$ cat config.mk
export PLATFORM = sky130hd
export DESIGN_NAME = puf_eval_ctrl_flat
export DESIGN_NICKNAME = d
export VERILOG_FILES = /design/src/rtl/puf_eval_ctrl_if.sv /design/src/rtl/puf_eval_ctrl.sv /design/src/flat_wrapper.sv
export SDC_FILE = /design/constraint.sdc
export NUM_CORES = 1
export LEC_CHECK = 0
export ABC_CLOCK_PERIOD_IN_PS = 2750
export BUFFER_PORTS_ARGS = -buffer_cell sky130_fd_sc_hd__buf_2
export CORE_AREA = 5 5 94 96
export CTS_CLUSTER_DIAMETER = 40
export DETAILED_ROUTE_END_ITERATION = 10
export DIE_AREA = 0 0 99 101
export PLACE_DENSITY_LB_ADDON = 0.12
export SYNTH_ARGS = -nofsm -noshare
export SYNTH_HDL_FRONTEND = slang
export SYNTH_SLANG_ARGS = --single-unit
$ cat constraint.sdc
create_clock -name clk -period 2.75 [get_ports clk]
set_input_delay 0.55 -clock clk [delete_from_list [all_inputs] [get_ports clk]]
set_output_delay 0.55 -clock clk [all_outputs]
set_load 0.02 [all_outputs]
$ cat src/rtl/puf_eval_ctrl_if.sv
// Request/response handshake plus PUF array wiring for puf_eval_ctrl.
// The master modport is the controller's view; slave is the surrounding system.
interface puf_eval_ctrl_if #(
    parameter int N_PUF = 6,
    parameter int SEL_W = 32
);
    logic             req_valid;
    logic             req_ready;
    logic [SEL_W-1:0] req_sel;
    logic [SEL_W-1:0] puf_sel;
    logic             puf_ce;
    logic [N_PUF-1:0] puf_q;
    logic [N_PUF-1:0] puf_qn;
    logic             rsp_valid;
    logic             rsp_ready;
    logic [N_PUF-1:0] rsp_bits;
    logic [N_PUF-1:0] rsp_unstable;
    logic [N_PUF-1:0] rsp_invalid;

    modport master (
        input  req_valid, req_sel, puf_q, puf_qn, rsp_ready,
        output req_ready, puf_sel, puf_ce, rsp_valid, rsp_bits, rsp_unstable, rsp_invalid
    );

    modport slave (
        output req_valid, req_sel, puf_q, puf_qn, rsp_ready,
        input  req_ready, puf_sel, puf_ce, rsp_valid, rsp_bits, rsp_unstable, rsp_invalid
    );
endinterface

$ cat src/rtl/puf_eval_ctrl.sv
// PUF evaluation sequencer: precharge/evaluate/sample NEVAL times per challenge,
// majority-vote each bit and report instability and Q==Qn faults.
module puf_eval_ctrl #(
    parameter int N_PUF   = 6,
    parameter int SEL_W   = 32,
    parameter int NEVAL   = 5,
    parameter int PRE_CYC = 4,
    parameter int SETTLE  = 8
) (
    input  logic            clk,
    input  logic            rst_n,
    puf_eval_ctrl_if.master bus
);
    localparam int CNT_W   = $clog2(NEVAL + 1);
    localparam int EVC_W   = (NEVAL > 1) ? $clog2(NEVAL) : 1;
    localparam int CYC_MAX = (PRE_CYC > SETTLE) ? PRE_CYC : SETTLE;
    localparam int CYC_W   = (CYC_MAX > 1) ? $clog2(CYC_MAX) : 1;

    typedef enum logic [2:0] {IDLE, PRE, EVAL, SAMPLE, DONE} state_t;

    state_t                        r_state;
    state_t                        w_next_state;
    logic                          w_accept;
    logic [N_PUF-1:0]              r_q_s1, r_q_s2, r_qn_s1, r_qn_s2;
    logic [CYC_W-1:0]              r_cyc_cnt;
    logic [EVC_W-1:0]              r_eval_cnt;
    logic [N_PUF-1:0][CNT_W-1:0]   r_ones_cnt;
    logic [N_PUF-1:0][CNT_W-1:0]   w_final_cnt;
    logic [N_PUF-1:0]              r_invalid, w_final_inv;
    logic [N_PUF-1:0]              w_maj, w_unst;
    logic [SEL_W-1:0]              r_sel;
    logic                          r_ce;
    logic                          r_rsp_valid;
    logic [N_PUF-1:0]              r_rsp_bits, r_rsp_unstable, r_rsp_invalid;

    always_ff @(posedge clk or negedge rst_n) begin
        if (!rst_n) begin
            r_q_s1  <= '0;
            r_q_s2  <= '0;
            r_qn_s1 <= '0;
            r_qn_s2 <= '0;
        end else begin
            r_q_s1  <= bus.puf_q;
            r_q_s2  <= r_q_s1;
            r_qn_s1 <= bus.puf_qn;
            r_qn_s2 <= r_qn_s1;
        end
    end

    always_ff @(posedge clk or negedge rst_n) begin
        if (!rst_n) r_state <= IDLE;
        else        r_state <= w_next_state;
    end

    always_comb begin
        w_next_state = r_state;
        w_accept     = 1'b0;
        case (r_state)
            IDLE: begin
                if (bus.req_valid) begin
                    w_accept     = 1'b1;
                    w_next_state = PRE;
                end
            end
            PRE:    if (r_cyc_cnt == CYC_W'(PRE_CYC - 1)) w_next_state = EVAL;
            EVAL:   if (r_cyc_cnt == CYC_W'(SETTLE - 1))  w_next_state = SAMPLE;
            SAMPLE: w_next_state = (r_eval_cnt == EVC_W'(NEVAL - 1)) ? DONE : PRE;
            DONE:   if (bus.rsp_ready) w_next_state = IDLE;
            default: w_next_state = IDLE;
        endcase
    end

    // Vote results including the sample being taken this cycle, so the
    // response can be registered on the same edge that enters DONE.
    always_comb begin
        w_final_cnt = r_ones_cnt;
        w_final_inv = r_invalid;
        w_maj       = '0;
        w_unst      = '0;
        for (int i = 0; i < N_PUF; i++) begin
            w_final_cnt[i] = r_ones_cnt[i] + CNT_W'(r_q_s2[i]);
            w_final_inv[i] = r_invalid[i] | (r_q_s2[i] == r_qn_s2[i]);
            w_maj[i]       = w_final_cnt[i] > CNT_W'(NEVAL / 2);
            w_unst[i]      = (w_final_cnt[i] != '0) && (w_final_cnt[i] != CNT_W'(NEVAL));
        end
    end

    always_ff @(posedge clk or negedge rst_n) begin
        if (!rst_n) begin
            r_ce           <= 1'b0;
            r_cyc_cnt      <= '0;
            r_eval_cnt     <= '0;
            r_sel          <= '0;
            r_ones_cnt     <= '0;
            r_invalid      <= '0;
            r_rsp_valid    <= 1'b0;
            r_rsp_bits     <= '0;
            r_rsp_unstable <= '0;
            r_rsp_invalid  <= '0;
        end else begin
            r_ce <= (w_next_state == EVAL);

            if ((r_state == PRE || r_state == EVAL) && w_next_state == r_state)
                r_cyc_cnt <= r_cyc_cnt + CYC_W'(1);
            else
                r_cyc_cnt <= '0;

            if (w_accept) begin
                r_sel      <= bus.req_sel;
                r_ones_cnt <= '0;
                r_invalid  <= '0;
                r_eval_cnt <= '0;
            end

            if (r_state == SAMPLE) begin
                r_ones_cnt <= w_final_cnt;
                r_invalid  <= w_final_inv;
                if (w_next_state == DONE) begin
                    r_rsp_valid    <= 1'b1;
                    r_rsp_bits     <= w_maj;
                    r_rsp_unstable <= w_unst;
                    r_rsp_invalid  <= w_final_inv;
                end else begin
                    r_eval_cnt <= r_eval_cnt + EVC_W'(1);
                end
            end

            if (r_state == DONE && bus.rsp_ready)
                r_rsp_valid <= 1'b0;
        end
    end

    assign bus.req_ready    = (r_state == IDLE);
    assign bus.puf_sel      = r_sel;
    assign bus.puf_ce       = r_ce;
    assign bus.rsp_valid    = r_rsp_valid;
    assign bus.rsp_bits     = r_rsp_bits;
    assign bus.rsp_unstable = r_rsp_unstable;
    assign bus.rsp_invalid  = r_rsp_invalid;
endmodule

$ cat src/flat_wrapper.sv
// flat-port wrapper written by rule: the top's interface ports become plain ports
module puf_eval_ctrl_flat 
#(
    parameter int N_PUF   = 6,
    parameter int SEL_W   = 32,
    parameter int NEVAL   = 5,
    parameter int PRE_CYC = 4,
    parameter int SETTLE  = 8
)
  (clk, rst_n, bus_req_valid, bus_req_sel, bus_puf_q, bus_puf_qn, bus_rsp_ready, bus_req_ready, bus_puf_sel, bus_puf_ce, bus_rsp_valid, bus_rsp_bits, bus_rsp_unstable, bus_rsp_invalid);
  puf_eval_ctrl_if #(.N_PUF(N_PUF), .SEL_W(SEL_W)) bus_i ();
  input  logic clk;
  input  logic rst_n;
  input wire logic [$bits(bus_i.req_valid)-1:0] bus_req_valid;
  input wire logic [$bits(bus_i.req_sel)-1:0] bus_req_sel;
  input wire logic [$bits(bus_i.puf_q)-1:0] bus_puf_q;
  input wire logic [$bits(bus_i.puf_qn)-1:0] bus_puf_qn;
  input wire logic [$bits(bus_i.rsp_ready)-1:0] bus_rsp_ready;
  output wire logic [$bits(bus_i.req_ready)-1:0] bus_req_ready;
  output wire logic [$bits(bus_i.puf_sel)-1:0] bus_puf_sel;
  output wire logic [$bits(bus_i.puf_ce)-1:0] bus_puf_ce;
  output wire logic [$bits(bus_i.rsp_valid)-1:0] bus_rsp_valid;
  output wire logic [$bits(bus_i.rsp_bits)-1:0] bus_rsp_bits;
  output wire logic [$bits(bus_i.rsp_unstable)-1:0] bus_rsp_unstable;
  output wire logic [$bits(bus_i.rsp_invalid)-1:0] bus_rsp_invalid;
  assign bus_i.req_valid = bus_req_valid;
  assign bus_i.req_sel = bus_req_sel;
  assign bus_i.puf_q = bus_puf_q;
  assign bus_i.puf_qn = bus_puf_qn;
  assign bus_i.rsp_ready = bus_rsp_ready;
  assign bus_req_ready = bus_i.req_ready;
  assign bus_puf_sel = bus_i.puf_sel;
  assign bus_puf_ce = bus_i.puf_ce;
  assign bus_rsp_valid = bus_i.rsp_valid;
  assign bus_rsp_bits = bus_i.rsp_bits;
  assign bus_rsp_unstable = bus_i.rsp_unstable;
  assign bus_rsp_invalid = bus_i.rsp_invalid;
  puf_eval_ctrl #(.N_PUF(N_PUF), .SEL_W(SEL_W), .NEVAL(NEVAL), .PRE_CYC(PRE_CYC), .SETTLE(SETTLE)) u_core (.clk(clk), .rst_n(rst_n), .bus(bus_i));
endmodule
==> flow_results.org <==
** Clocking
- TritonCTS built the clock tree.
- No sink is reached through more buffers than the 2 on the longest clock path.
- CTS placed an instance of clkbuf_8 at the clock tree root.
- The H-tree was split into 3 levels.
- After clock tree synthesis, the clock-pin slew on the worst setup and hold paths is 0.11 ns.
- The number of gates resized after CTS was 0.
- Clock Sink Count :: 109
- For this design, the CTS-stage hold fixing added 0 buffers.
- Post-CTS timing repair inserted 0 buffers for setup.
- At the later pin of the worst-skew pair, clock insertion delay measures 0.36 ns.
- In this run, CTS created clock tree buffers numbering 9.

** Power and ir drop
- Max VDD drop :: 580 µV
- PD cells :: 1060 nW/µm²
- Leakage :: 2.58 nW

** STA
- Highest achievable clock rate :: 540 MHz
- Setup clock skew after layout :: 0.0132 ns
- The number of hold violations in the final report is 0.
- Unrepaired setup endpoints after global routing :: false
- Slew Limit Fails :: 0
- For the pin with the worst max-slew slack, the measured transition is 0.630 ns.
- Number of setup violations in the final report :: 0
- The worst pin sits at a relative slew slack of 57.8%.
- Of the available clock period, the critical path in the final layout requires 67.3%.
- For the final routed database, the setup TNS stands at 0 ns.
- Fin crit period :: 1.85 ns

** Worst setup path
- At the worst endpoint, the arrival time is 2.10 ns.
- Kind of end point of the critical path :: flip-flop
- Critical path buffer and inverter count :: 1
- The largest single stage delay on the critical path is 0.52 ns.
- Startpoint class of the critical path :: flip-flop
- STA puts the critical path data required time at 3.00 ns.
- Critical Setup Path Class :: reg2reg
- CP top delay family :: flip-flops
- Cell-by-cell listing of the critical path :: nor4b_4, buf_4, nor2_1, a211o_1
- Maximum fanout encountered on the critical timing path :: 31
- Highest-delay cell along the critical path :: dfrtp_1

** Global routing
- The total overflow left after global routing is 0.
- GRT Overall Usage :: 17.9%
- Entering global routing, the biggest net connects 61 pins.
- Global-route wire length before repair :: 14300 µm
- Antenna violations before repair :: 0
- The via count of the first global-routing pass is 3063.

** Hold path
- Classification of the worst-slack hold path :: in2async

** Die
- Die Width :: 99 µm
- 101 I/O pins were placed.
- Floorplan die area :: 10000 µm²
- Die Y :: 101 µm
- Once the floorplan was initialized, standard cells occupied 55.3% of the core.
- After floorplanning, the core was divided into 33 placement rows.
- Placeable Area :: 7970 µm²

** Layout
- The number of antenna diodes in the final layout is 0.
- Area of all placed cells without fillers :: 5220 µm²
- Most common cell after layout, fill and taps aside :: dfrtp_1
- Top library cells by usage in the layout, fill and taps aside :: 109 x dfrtp_1, 99 x buf_2, 31 x o21ai_0
- The post-route netlist has 34.4% of its cells at a drive strength greater than 1.
- The area growth from synthesis to layout is 18.6%.
- # nets final :: 511
- Cells fill 65.5% of the core in the end.

** Detailed routing
- After detailed routing, the number of vias per cell comes to 5.25.
- Total wirelength of the detailed-routed design :: 8340 µm
- Once detail routing completed, the nets flagged for antenna violations numbered 0.
- Detailed Routing Iterations Pass 1 :: 4
- Via count :: 2921
- DRC :: 0
- Starting DRT DRC Count :: 133
- After detailed routing, the average wire length per cell comes to 15.0 µm.

** Place
- Port buffering added 100 buffers.
- At the end of routability-driven placement, the weighted congestion stood at 0.829.
- Standard cell area after detailed placement :: 5010 µm²
- The wire-length estimate of the detail-placed layout is 5790 µm.

** Synthesis
- The synthesized netlist contains 34 unique library cells.
- Main combinational cell family by area after synthesis :: compound AO/OA/AOI/OAI gates
- The number of nets handed over by synthesis was 411.
- In the synthesized netlist, mux cells make up 8.92% of the area.
- Summing the areas of all and, or, nand and nor instances in the mapped netlist gives 8.81% of the synthesized area.
- Summing the areas of all compound-gate instances in the mapped netlist gives 9.46% of the synthesized area.
- Portion of the post-synthesis area used by sequential elements :: 61.9%
- After Yosys synthesis, full adders, half adders and majority gates account for 4.83% of the synthesized area.
- Number of storage elements in the synthesis netlist :: 109
- Xor and xnor fraction of the mapped netlist area :: 3.58%
- Among all flip-flop cells after synthesis, the most frequent one is dfrtp_1.
- Avg Synthesized Cell Area :: 12.7 µm²
- Proportion of synthesized flip-flops having asynchronous set or reset :: 100%
- The synthesized netlist occupies a cell area of 4400 µm².
- Gate count after technology mapping :: 346
- The synthesized design contains 0 enable-type register cells.
- Yosys printed 0 warnings.

** Job
- Max-cap violations in this run came to 0.

** Outcome
- Outcome :: finished, final reports clean
[layout make-up]
class,instances,area [µm²]
clock inverter,6,81.3
timing repair buffer,107,568
tap,105,131
fill,627,2750
sequential,109,2730
clock buffer,10,128
multi-input combinational,214,1570
inverter,5,18.8
[power by group]
group	internal, mW	switching [mW]
registers	2.14	0.317
logic	0.862	1.22
clock network	0.440	0.558
[stage by stage]
| step | hold WS [ns] | instances | power (mW) | setup WS, ns |
|---|---|---|---|---|
| after floorplan | 0.254 | 346 | 3.87 | 1.13 |
| after global placement | 0.332 | 540 | 4.53 | 0.906 |
| after detailed placement | 0.336 | 540 | 4.59 | 0.884 |
| after CTS | 0.0922 | 556 | 5.61 | 0.859 |
| after global routing | 0.0860 | 556 | 5.92 | 0.685 |
| final | 0.0852 | 556 | 5.53 | 0.898 |
[metal layers]
metal  GRT usage [%]  wire (µm)  share of wire [%]
met2            27.3       3820                 46
met5               0          0                  0
met3            6.71        676                8.1
met1            24.3       3790                 45
met4            5.04         56               0.67
[cells by family (layout without fill, tap and decap cells)]
logic type / after synthesis / after routing
flops: 109 / 109
simple gates: 75 / 75
compound gates: 70 / 70
mux: 34 / 34
buf+inv: 23 / 128
xor+xnor: 18 / 18
fa+ha+maj: 17 / 17
[flip-flops by register name, indices dropped and copies added, names as in the netlist, 3 cells and up]
register,flops
u_core.bus.rsp_invalid,6
u_core.bus.rsp_unstable,6
u_core.r_q_s2,6
u_core.r_qn_s2,6
u_core.bus.rsp_bits,6
u_core.r_cyc_cnt,3
u_core.r_invalid,6
u_core.r_ones_cnt,18
u_core.r_state,3
u_core.r_qn_s1,6
u_core.r_q_s1,6
u_core.bus.puf_sel,32
u_core.r_eval_cnt,3
[cell usage after synthesis (2+ instances only)]
| library cell | instances | area (µm²) |
|---|---|---|
| a211o_1 | 6 | 52.6 |
| a21oi_1 | 15 | 75.1 |
| a2bb2oi_1 | 6 | 52.6 |
| buf_2 | 7 | 35.0 |
| buf_4 | 3 | 22.5 |
| clkbuf_1 | 7 | 26.3 |
| dfrtp_1 | 109 | 2730 |
| ha_1 | 17 | 213 |
| inv_1 | 5 | 18.8 |
| mux2_1 | 2 | 22.5 |
| mux2_2 | 30 | 338 |
| nand2_1 | 26 | 97.6 |
| nand2b_1 | 2 | 12.5 |
| nand3_1 | 2 | 10.0 |
| nand3b_1 | 2 | 15.0 |
| nor2_1 | 18 | 67.6 |
| nor2b_1 | 2 | 12.5 |
| nor3_1 | 7 | 35.0 |
| nor3b_1 | 14 | 105 |
| o21ai_0 | 31 | 155 |
| o21ai_1 | 6 | 30.0 |
| xnor2_1 | 12 | 105 |
| xor2_1 | 6 | 52.6 |
[path summary, 6_finish.rpt]
kind	from	to	cells past startpoint	slack (ns)
setup / recovery	u_core.r_state[0]	u_core.r_ones_cnt[14]	4	0.90
setup reg to reg	u_core.r_state[0]	u_core.r_ones_cnt[14]	4	0.90
max in group asynchronous	rst_n	u_core.r_ones_cnt[14]	2	2.03
hold reg to reg	u_core.r_q_s1[1]	u_core.r_q_s2[1]	0	0.35
min in group clk	bus_puf_qn[0]	u_core.r_qn_s1[0]	1	0.28
hold / removal	rst_n	u_core.bus.puf_ce	1	0.09
No activity file was read; power rests on OpenSTA's default activity.
